## src/rtl/vc_arbiter_pkg.sv

```systemverilog
// Shared QoS datapath definitions: VC owner encoding, default word width,
// control-FSM state constants and small arithmetic helpers.
package vc_arbiter_pkg;

    localparam int DATA_WIDTH_DEF = 6;

    typedef enum logic {
        OWN_VC0 = 1'b0,
        OWN_VC1 = 1'b1
    } owner_e;

    // Control FSM states; the arbiter runs only in QOS_ACTIVE.
    typedef enum logic [1:0] {
        QOS_IDLE   = 2'd0,
        QOS_INIT   = 2'd1,
        QOS_ACTIVE = 2'd2,
        QOS_DRAIN  = 2'd3
    } qos_state_e;

    function automatic logic qos_is_active(input qos_state_e st);
        return (st == QOS_ACTIVE);
    endfunction

    function automatic logic [3:0] sat_inc(input logic [3:0] cnt, input logic [3:0] lim);
        logic [3:0] res;
        if (cnt >= lim) begin
            res = lim;
        end else begin
            res = cnt + 4'd1;
        end
        return res;
    endfunction

endpackage

```

## src/rtl/vc_arbiter_grant_counter.sv

```systemverilog
// Wrapping grant counter with synchronous active-low clear.
module grant_counter
    import vc_arbiter_pkg::*;
#(
    parameter int CNT_WIDTH = 8
) (
    input  logic                 clk,
    input  logic                 clr_n,
    input  logic                 inc,
    output logic [CNT_WIDTH-1:0] count
);

    logic [CNT_WIDTH-1:0] count_r;

    // Count register; wraps naturally at 2^CNT_WIDTH.
    always_ff @(posedge clk) begin
        if (!clr_n) begin
            count_r <= '0;
        end else if (inc) begin
            count_r <= count_r + {{(CNT_WIDTH-1){1'b0}}, 1'b1};
        end else begin
            count_r <= count_r;
        end
    end

    assign count = count_r;

endmodule

```

## src/rtl/vc_arbiter.sv

```systemverilog
// Weighted two-way arbiter draining VC0/VC1 FIFOs into the Main FIFO.
// Pops are combinational so a grant and its push pipeline at 1 word/cycle.
module vc_arbiter
    import vc_arbiter_pkg::*;
#(
    parameter int DATA_WIDTH = DATA_WIDTH_DEF,
    parameter int VC0_WEIGHT = 4,
    parameter int VC1_WEIGHT = 1,
    parameter int CNT_WIDTH  = 8
) (
    input  logic                  clk,
    input  logic                  reset,
    input  logic                  active_in,
    input  logic                  vc0_empty,
    input  logic                  vc1_empty,
    input  logic [DATA_WIDTH-1:0] vc0_data,
    input  logic [DATA_WIDTH-1:0] vc1_data,
    input  logic                  mf_almost_full,
    output logic                  vc0_pop,
    output logic                  vc1_pop,
    output logic                  mf_push,
    output logic [DATA_WIDTH-1:0] mf_data,
    output logic                  grant_vc1,
    output logic [CNT_WIDTH-1:0]  vc0_grants,
    output logic [CNT_WIDTH-1:0]  vc1_grants
);

    localparam logic [3:0] W0 = 4'(VC0_WEIGHT);
    localparam logic [3:0] W1 = 4'(VC1_WEIGHT);

    owner_e     owner_r;
    owner_e     owner_nxt_s;
    logic [3:0] burst_r;
    logic [3:0] burst_nxt_s;
    logic       push_r;
    logic       sel_r;
    logic       eligible_s;
    logic       own_empty_s;
    logic       oth_empty_s;
    logic [3:0] weight_s;
    logic       pop0_s;
    logic       pop1_s;

    assign eligible_s = active_in & ~mf_almost_full & reset;

    // Map owner-relative view (own/other FIFO, current weight).
    always_comb begin
        own_empty_s = vc0_empty;
        oth_empty_s = vc1_empty;
        weight_s    = W0;
        case (owner_r)
            OWN_VC0: begin
                own_empty_s = vc0_empty;
                oth_empty_s = vc1_empty;
                weight_s    = W0;
            end
            OWN_VC1: begin
                own_empty_s = vc1_empty;
                oth_empty_s = vc0_empty;
                weight_s    = W1;
            end
            default: begin
                own_empty_s = 1'b1;
                oth_empty_s = 1'b1;
                weight_s    = W0;
            end
        endcase
    end

    // Grant decision: stay with owner until its weight is spent, then switch.
    always_comb begin
        pop0_s      = 1'b0;
        pop1_s      = 1'b0;
        owner_nxt_s = owner_r;
        burst_nxt_s = burst_r;
        if (eligible_s) begin
            if (!own_empty_s && ((burst_r < weight_s) || oth_empty_s)) begin
                burst_nxt_s = sat_inc(burst_r, weight_s);
                if (owner_r == OWN_VC1) begin
                    pop1_s = 1'b1;
                end else begin
                    pop0_s = 1'b1;
                end
            end else if (!oth_empty_s) begin
                burst_nxt_s = 4'd1;
                if (owner_r == OWN_VC1) begin
                    owner_nxt_s = OWN_VC0;
                    pop0_s      = 1'b1;
                end else begin
                    owner_nxt_s = OWN_VC1;
                    pop1_s      = 1'b1;
                end
            end else begin
                owner_nxt_s = owner_r;
                burst_nxt_s = burst_r;
            end
        end else begin
            owner_nxt_s = owner_r;
            burst_nxt_s = burst_r;
        end
    end

    // Arbiter state and push pipeline; reset drops any pending push.
    always_ff @(posedge clk) begin
        if (!reset) begin
            owner_r <= OWN_VC0;
            burst_r <= 4'd0;
            push_r  <= 1'b0;
            sel_r   <= 1'b0;
        end else begin
            owner_r <= owner_nxt_s;
            burst_r <= burst_nxt_s;
            push_r  <= pop0_s | pop1_s;
            sel_r   <= pop1_s;
        end
    end

    assign vc0_pop   = pop0_s;
    assign vc1_pop   = pop1_s;
    assign mf_push   = push_r;
    assign mf_data   = sel_r ? vc1_data : vc0_data;
    assign grant_vc1 = (owner_r == OWN_VC1);

    grant_counter #(.CNT_WIDTH(CNT_WIDTH)) u_cnt_vc0 (
        .clk   (clk),
        .clr_n (reset),
        .inc   (pop0_s),
        .count (vc0_grants)
    );

    grant_counter #(.CNT_WIDTH(CNT_WIDTH)) u_cnt_vc1 (
        .clk   (clk),
        .clr_n (reset),
        .inc   (pop1_s),
        .count (vc1_grants)
    );

endmodule

```

## config.mk

```make
export PLATFORM = sky130hd
export DESIGN_NAME = vc_arbiter
export DESIGN_NICKNAME = d
export VERILOG_FILES = /design/src/rtl/vc_arbiter_pkg.sv /design/src/rtl/vc_arbiter_grant_counter.sv /design/src/rtl/vc_arbiter.sv
export SDC_FILE = /design/constraint.sdc
export NUM_CORES = 1
export LEC_CHECK = 0
export BUFFER_PORTS_ARGS = -buffer_cell sky130_fd_sc_hd__buf_2
export CORE_MARGIN = 2
export CORE_UTILIZATION = 49
export DETAILED_ROUTE_END_ITERATION = 10
export PLACE_DENSITY = 0.81
export RECOVER_POWER = 50
export SETUP_SLACK_MARGIN = 0.1
export SLEW_MARGIN = 20
export SYNTH_ARGS = -nofsm -noshare
export SYNTH_HDL_FRONTEND = slang
export SYNTH_HIERARCHICAL = 1
export SYNTH_SLANG_ARGS = --single-unit
```

## constraint.sdc

```tcl
create_clock -name clk -period 2.65 [get_ports clk]
set_input_delay 0.265 -clock clk [delete_from_list [all_inputs] [get_ports clk]]
set_output_delay 0.265 -clock clk [all_outputs]
set_load 0.05 [all_outputs]
```

Word-level counts from Yosys, hierarchy flattened
Cells that the tools add are included.
- add/subtract/negate cells: 3
- equal/unequal tests: 1
- magnitude comparators: 2
- reduce and logical (&&, ||, !) cells: 5
- mux-type cells: 15
- bitwise operators: 7
- operators with widths (cell ; count):
    8-bit by 1-bit adder with 8-bit output (second input constant) ; 2
    4-bit 2-to-1 mux ; 3
    1-bit 2-to-1 mux ; 8
    4-bit one-hot mux with 2 select lines ; 1
    6-bit 2-to-1 mux ; 1
    4-bit by 1-bit adder with 4-bit output (second input constant) ; 1
    4-bit >= comparator ; 1
    4-bit < comparator ; 1
    1-bit NOT ; 4
    1-bit one-hot mux with 2 select lines ; 2
    3-bit AND reduction ; 1
    1-bit bitwise AND ; 2
    2-bit by 1-bit inequality test with 1-bit output (second input constant) ; 1
    2-bit AND reduction ; 1
    1-bit logical AND ; 1
    1-bit zero test ; 1
    1-bit logical OR ; 1
    1-bit OR ; 1
- output and inout port bits: 26
- flip-flop bits (word level): 23
- bits of input ports: 18

Longest topological paths before layout
- depth in word-level cells: 8
- mapped depth: 11
- gate-level depth less buffers: 10

Modules after synthesis
The synthesis kept the hierarchy.
- modules (own cells, without submodules) (module ; times used ; seq. area each (µm²) ; cells each ; area an instance (µm²)):
    grant_counter ; 2 ; 160.2 ; 37 ; 359.1
    vc_arbiter ; 1 ; 140.1 ; 63 ; 536.8

Worst setup path before layout
Ideal clock, no wire load.
- path type: flip-flop to flip-flop
- start point: register owner_r (netlist: grant_vc1)
- end point: register u_cnt_vc0.count_r[5] (netlist: u_cnt_vc0/count[5])
- data arrival time: 3.646 ns
- path buffers: 1
- cell stages (with the launch flop): 11
- data required time: 2.580 ns
- setup slack: -1.066 ns
- cell sequence: dfxtp_1 > ha_1 > inv_1 > o21a_1 > xor2_1 > nor2_1 > nor3_1 > buf_4 > nand4_2 > or3_1 > a21boi_1
- word-level cells in the longest chain between the ends: 7
- ends and longest elaborated chain (element ; RTL line ; RTL):
    start: declaration ; vc_arbiter.sv:31 ; owner_e owner_r;
    start signal: assignment ; vc_arbiter.sv:111 ; owner_r <= owner_nxt_s;
    1-bit NOT ; vc_arbiter.sv:51 ; case (owner_r)
    4-bit one-hot mux with 2 select lines ; vc_arbiter.sv:51 ;
    4-bit < comparator ; vc_arbiter.sv:77 ; if (!own_empty_s && ((burst_r < weight_s) || oth_empty_s)) begin
    1-bit logical OR ; vc_arbiter.sv:77 ;
    1-bit logical AND ; vc_arbiter.sv:77 ;
    1-bit 2-to-1 mux * ; vc_arbiter.sv:77 ;
    1-bit 2-to-1 mux * ; vc_arbiter.sv:76 ; if (eligible_s) begin
    via vc0_pop ; vc_arbiter.sv:19 ; output logic vc0_pop,
    end signal: assignment ; vc_arbiter_grant_counter.sv:20 ; count_r <= count_r + {{(CNT_WIDTH-1){1'b0}}, 1'b1};
    end signal: assignment ; vc_arbiter_grant_counter.sv:22 ; count_r <= count_r;
    end: declaration ; vc_arbiter_grant_counter.sv:13 ; logic [CNT_WIDTH-1:0] count_r;
The timed path passes the listed nets; every way through them passes the cells marked *. The select of a mux whose other input is x is not followed.
A chain may end at the register's enable or synchronous reset.

Worst setup path after layout
- start point: register owner_r (netlist: grant_vc1)
- end point: output vc0_pop
- word-level cells in the longest chain between the ends: 7
- ends and longest elaborated chain (element ; RTL line):
    1-bit NOT ; vc_arbiter.sv:51
    4-bit one-hot mux with 2 select lines ; vc_arbiter.sv:51
    4-bit < comparator ; vc_arbiter.sv:77
    1-bit logical OR ; vc_arbiter.sv:77
    1-bit logical AND ; vc_arbiter.sv:77
    1-bit 2-to-1 mux * ; vc_arbiter.sv:77
    1-bit 2-to-1 mux * ; vc_arbiter.sv:76
    end: declaration ; vc_arbiter.sv:19
Every way passes the cells marked *; elsewhere a longest branch is shown, timed or not. The select of a mux whose other input is x is not followed.

==> results.yml <==
floorplanning:
  core_area_mm2: 0.00245
  rows: 18
  die_y_um: 54.6
  initial_core_util_pct: 51.1
  pin_count: 44
  die_width_um: 54.6
  die-area_mm2: 0.00298
finish:
  drive_gt1_share_pct: 26.5
  antenna_cells: 0
  syn_to_final_growth_pct: 26.2
  nNetsFinal: 209
grt:
  grt_pass1_vias: 1026
  antenna_found_initial: 0
  gr-usage-all-layers_pct: 20.2
  grt_max_degree: 21
  grt_pass1_wl_mm: 4.38
  grt.overflow.total: 0
clocking:
  cts.clk_slew.worst_paths_ns: 0.14
  cts.sinks: 23
  ctsHoldBuffers: 0
  cts.path.max_buffers: 2
  cts_tree: "yes"
  h-tree-depth: 1
  cts-root-buf: "clkbuf_4"
  clock_latency_ns: 0.31
  cts_buffers: 3
synth:
  ys_ff_latch: 23
  synth_cells: 137
  synth-edff-count: 0
  synth_area_leader_cell: "dfxtp_1"
  ys_warn_count: 6
  async_flop_share_pct: 0
  synth_area_mm2: 0.00125
  synth_flop_cell: "dfxtp_1"
  synth_most_common_cell: "dfxtp_1"
  syn_area_per_cell_um2: 9.16
  synth_cell_types: 39
  synthTopCellsByCount: "dfxtp_1, and2_1, inv_1, nand2_1, nor2_1"
  syn-num-nets: 160
  synth_area_leaders: "dfxtp_1, mux2_2, ha_1, xnor2_1, and2_1"
  yosysSeqAreaShare_pct: 36.7
  synth_top_area_share_pct: 36.7
route:
  antenna_left: 0
  drc: 0
  vias: 1151
  avgRoutedWirePerCell_um: 13.3
  totalWireLength_mm: 2.85
  dr.pass1.iters: 4
  drt_iter0_drc: 13
  via_per_inst: 5.35
placed_design:
  dpl.hpwl_mm: 2.24
  place_ws_ns: 0.270
  place_congestion: 0.901
  port_buffers: 43
critical_path:
  crit_path_top_delay_cell: "dfxtp_4"
  crit_path_max_fanout: 9
  worst-path-buf-inv: 1
  slowest_delay_ns: 0.45
  critPathArrivalTime_ns: 2.20
  end_kind: "output pin"
  path_cells: "ha_1 > nor2b_4 > o21a_1 > xor2_2 > nor2_2 > nor3_4 > buf_4"
  path_delay_family: "simple AND/OR/NAND/NOR gates"
  critPathLaunch: "grant_vc1"
  cp-start-kind: "flop"
  required_ns: 2.38
  worstSetupPathType: "flop to output pin"
  rr_startpoint: "grant_vc1"
sta:
  rsz0062_at_grt: "no"
  finalWorstSetupSlack_ns: 0.187
  hold_viol: 0
  period_needed_ns: 2.46
  finClkSkew_ns: 0.0128
  setup_viol: 0
  worstMarginPinSlew_ns: 0.602
  maxSlewViolCount: 0
  post-route-period-util_pct: 92.9
  setup_tns_ns: 0
  fmax_mhz: 406
  relSlewSlack_pct: 60.0
power_and_ir_drop:
  vdd.ir_drop.worst_mv: 0.329
  p_leak_nw: 0.625
  power.total_mw: 0.614
  power_density_mw_per_mm2: 387
run_status:
  status: "completed"
run:
  drv_cap: 0
hold_path:
  hold_class: "input port to flop"
  hold_start: "active_in"
## final timing paths
check / end / cells after the start / slack [ns]
min reg2reg: u_cnt_vc0/count[7] / 2 / 0.48
min: burst_r[2] / 4 / 0.39
max reg2reg: u_cnt_vc0/count[5] / 10 / 0.22
max: vc0_pop / 7 / 0.19
## layer usage
layer  up-vias  track usage [%]  part of all wire (%)
met5         -                0                     0
met4         0             6.25                  0.70
met3         2             3.55                   4.4
li1        579                -                     -
met2        36             34.9                    52
met1       534             25.3                    43
## cell usage in the layout, fill, tap and decap left out, types with 4 or more instances in the layout
| master | netlist | final |
|---|---|---|
| and2_1 | 8 | 8 |
| buf_2 | 0 | 21 |
| clkbuf_1 | 1 | 22 |
| nand2_1 | 8 | 8 |
| o21ai_0 | 5 | 5 |
| inv_1 | 8 | 7 |
| mux2i_1 | 4 | 4 |
| a21boi_1 | 5 | 5 |
| mux2_2 | 6 | 6 |
| xnor2_1 | 6 | 6 |
| nand3_1 | 5 | 5 |
| ha_1 | 5 | 4 |
| buf_4 | 2 | 4 |
| nor2_1 | 7 | 6 |
| dfxtp_1 | 23 | 22 |
| or3_1 | 4 | 4 |
| a21oi_1 | 4 | 4 |
## logic make-up (layout without fill, tap and decap cells)
family | count (synthesis) | after routing | share of synthesized area [%]
AND/OR/NAND/NOR | 51 | 51 | 22.9
adder cells (fa/ha/maj) | 5 | 5 | 4.99
buffers and inverters | 12 | 60 | 4.19
AO/OA/AOI/OAI | 27 | 27 | 16.4
XOR/XNOR | 9 | 9 | 6.28
flip-flops | 23 | 23 | 36.7
multiplexers | 10 | 10 | 8.57
## timing repair
item / 4_1_cts / 5_1_grt
pin swaps: 1 / 0
cloned: 0 / 0
endpoints found under the setup margin: 1 / 1
gates resized for setup: 1 / 1
setup buffers: 2 / 0
## stage by stage
step | utilization (%) | std cells | hold WS (ns) | area [um^2]
after floorplan | - | 137 | 0.387 | 1330
after global placement | 64.0 | 209 | 0.449 | 1570
after detailed placement | 64.0 | 209 | 0.459 | 1570
after CTS | 66.0 | 215 | 0.343 | 1620
after global routing | 64.5 | 215 | 0.395 | 1580
final | 64.5 | 215 | 0.390 | 1580
## final cells by class
type | instances | area, um^2
clock buffers | 3 | 22.5
clock inverters | 1 | 7.51
fillers | 224 | 871
inverters | 9 | 33.8
multi-input cells | 102 | 801
flip-flops and latches | 23 | 464
well taps | 30 | 37.5
repair buffers | 47 | 218
## report_power, final
group	switching (mW)	total [mW]	internal [mW]
clock network	0.109	0.167	0.0574
registers	0.00434	0.352	0.348
logic	0.0623	0.0947	0.0323
## worst min-delay path, cell delays in order
cell and delay, ns:
buf_2 0.10, nand2b_1 0.07, a221oi_2 0.04, o31ai_1 0.19
## state kept, by name, indices dropped and copies added, names as in the netlist
register	count
mf_push	1
u_cnt_vc1/count	8
sel_r	1
grant_vc1	1
u_cnt_vc0/count	8
burst_r	4
No activity file was read; power rests on OpenSTA's default activity.
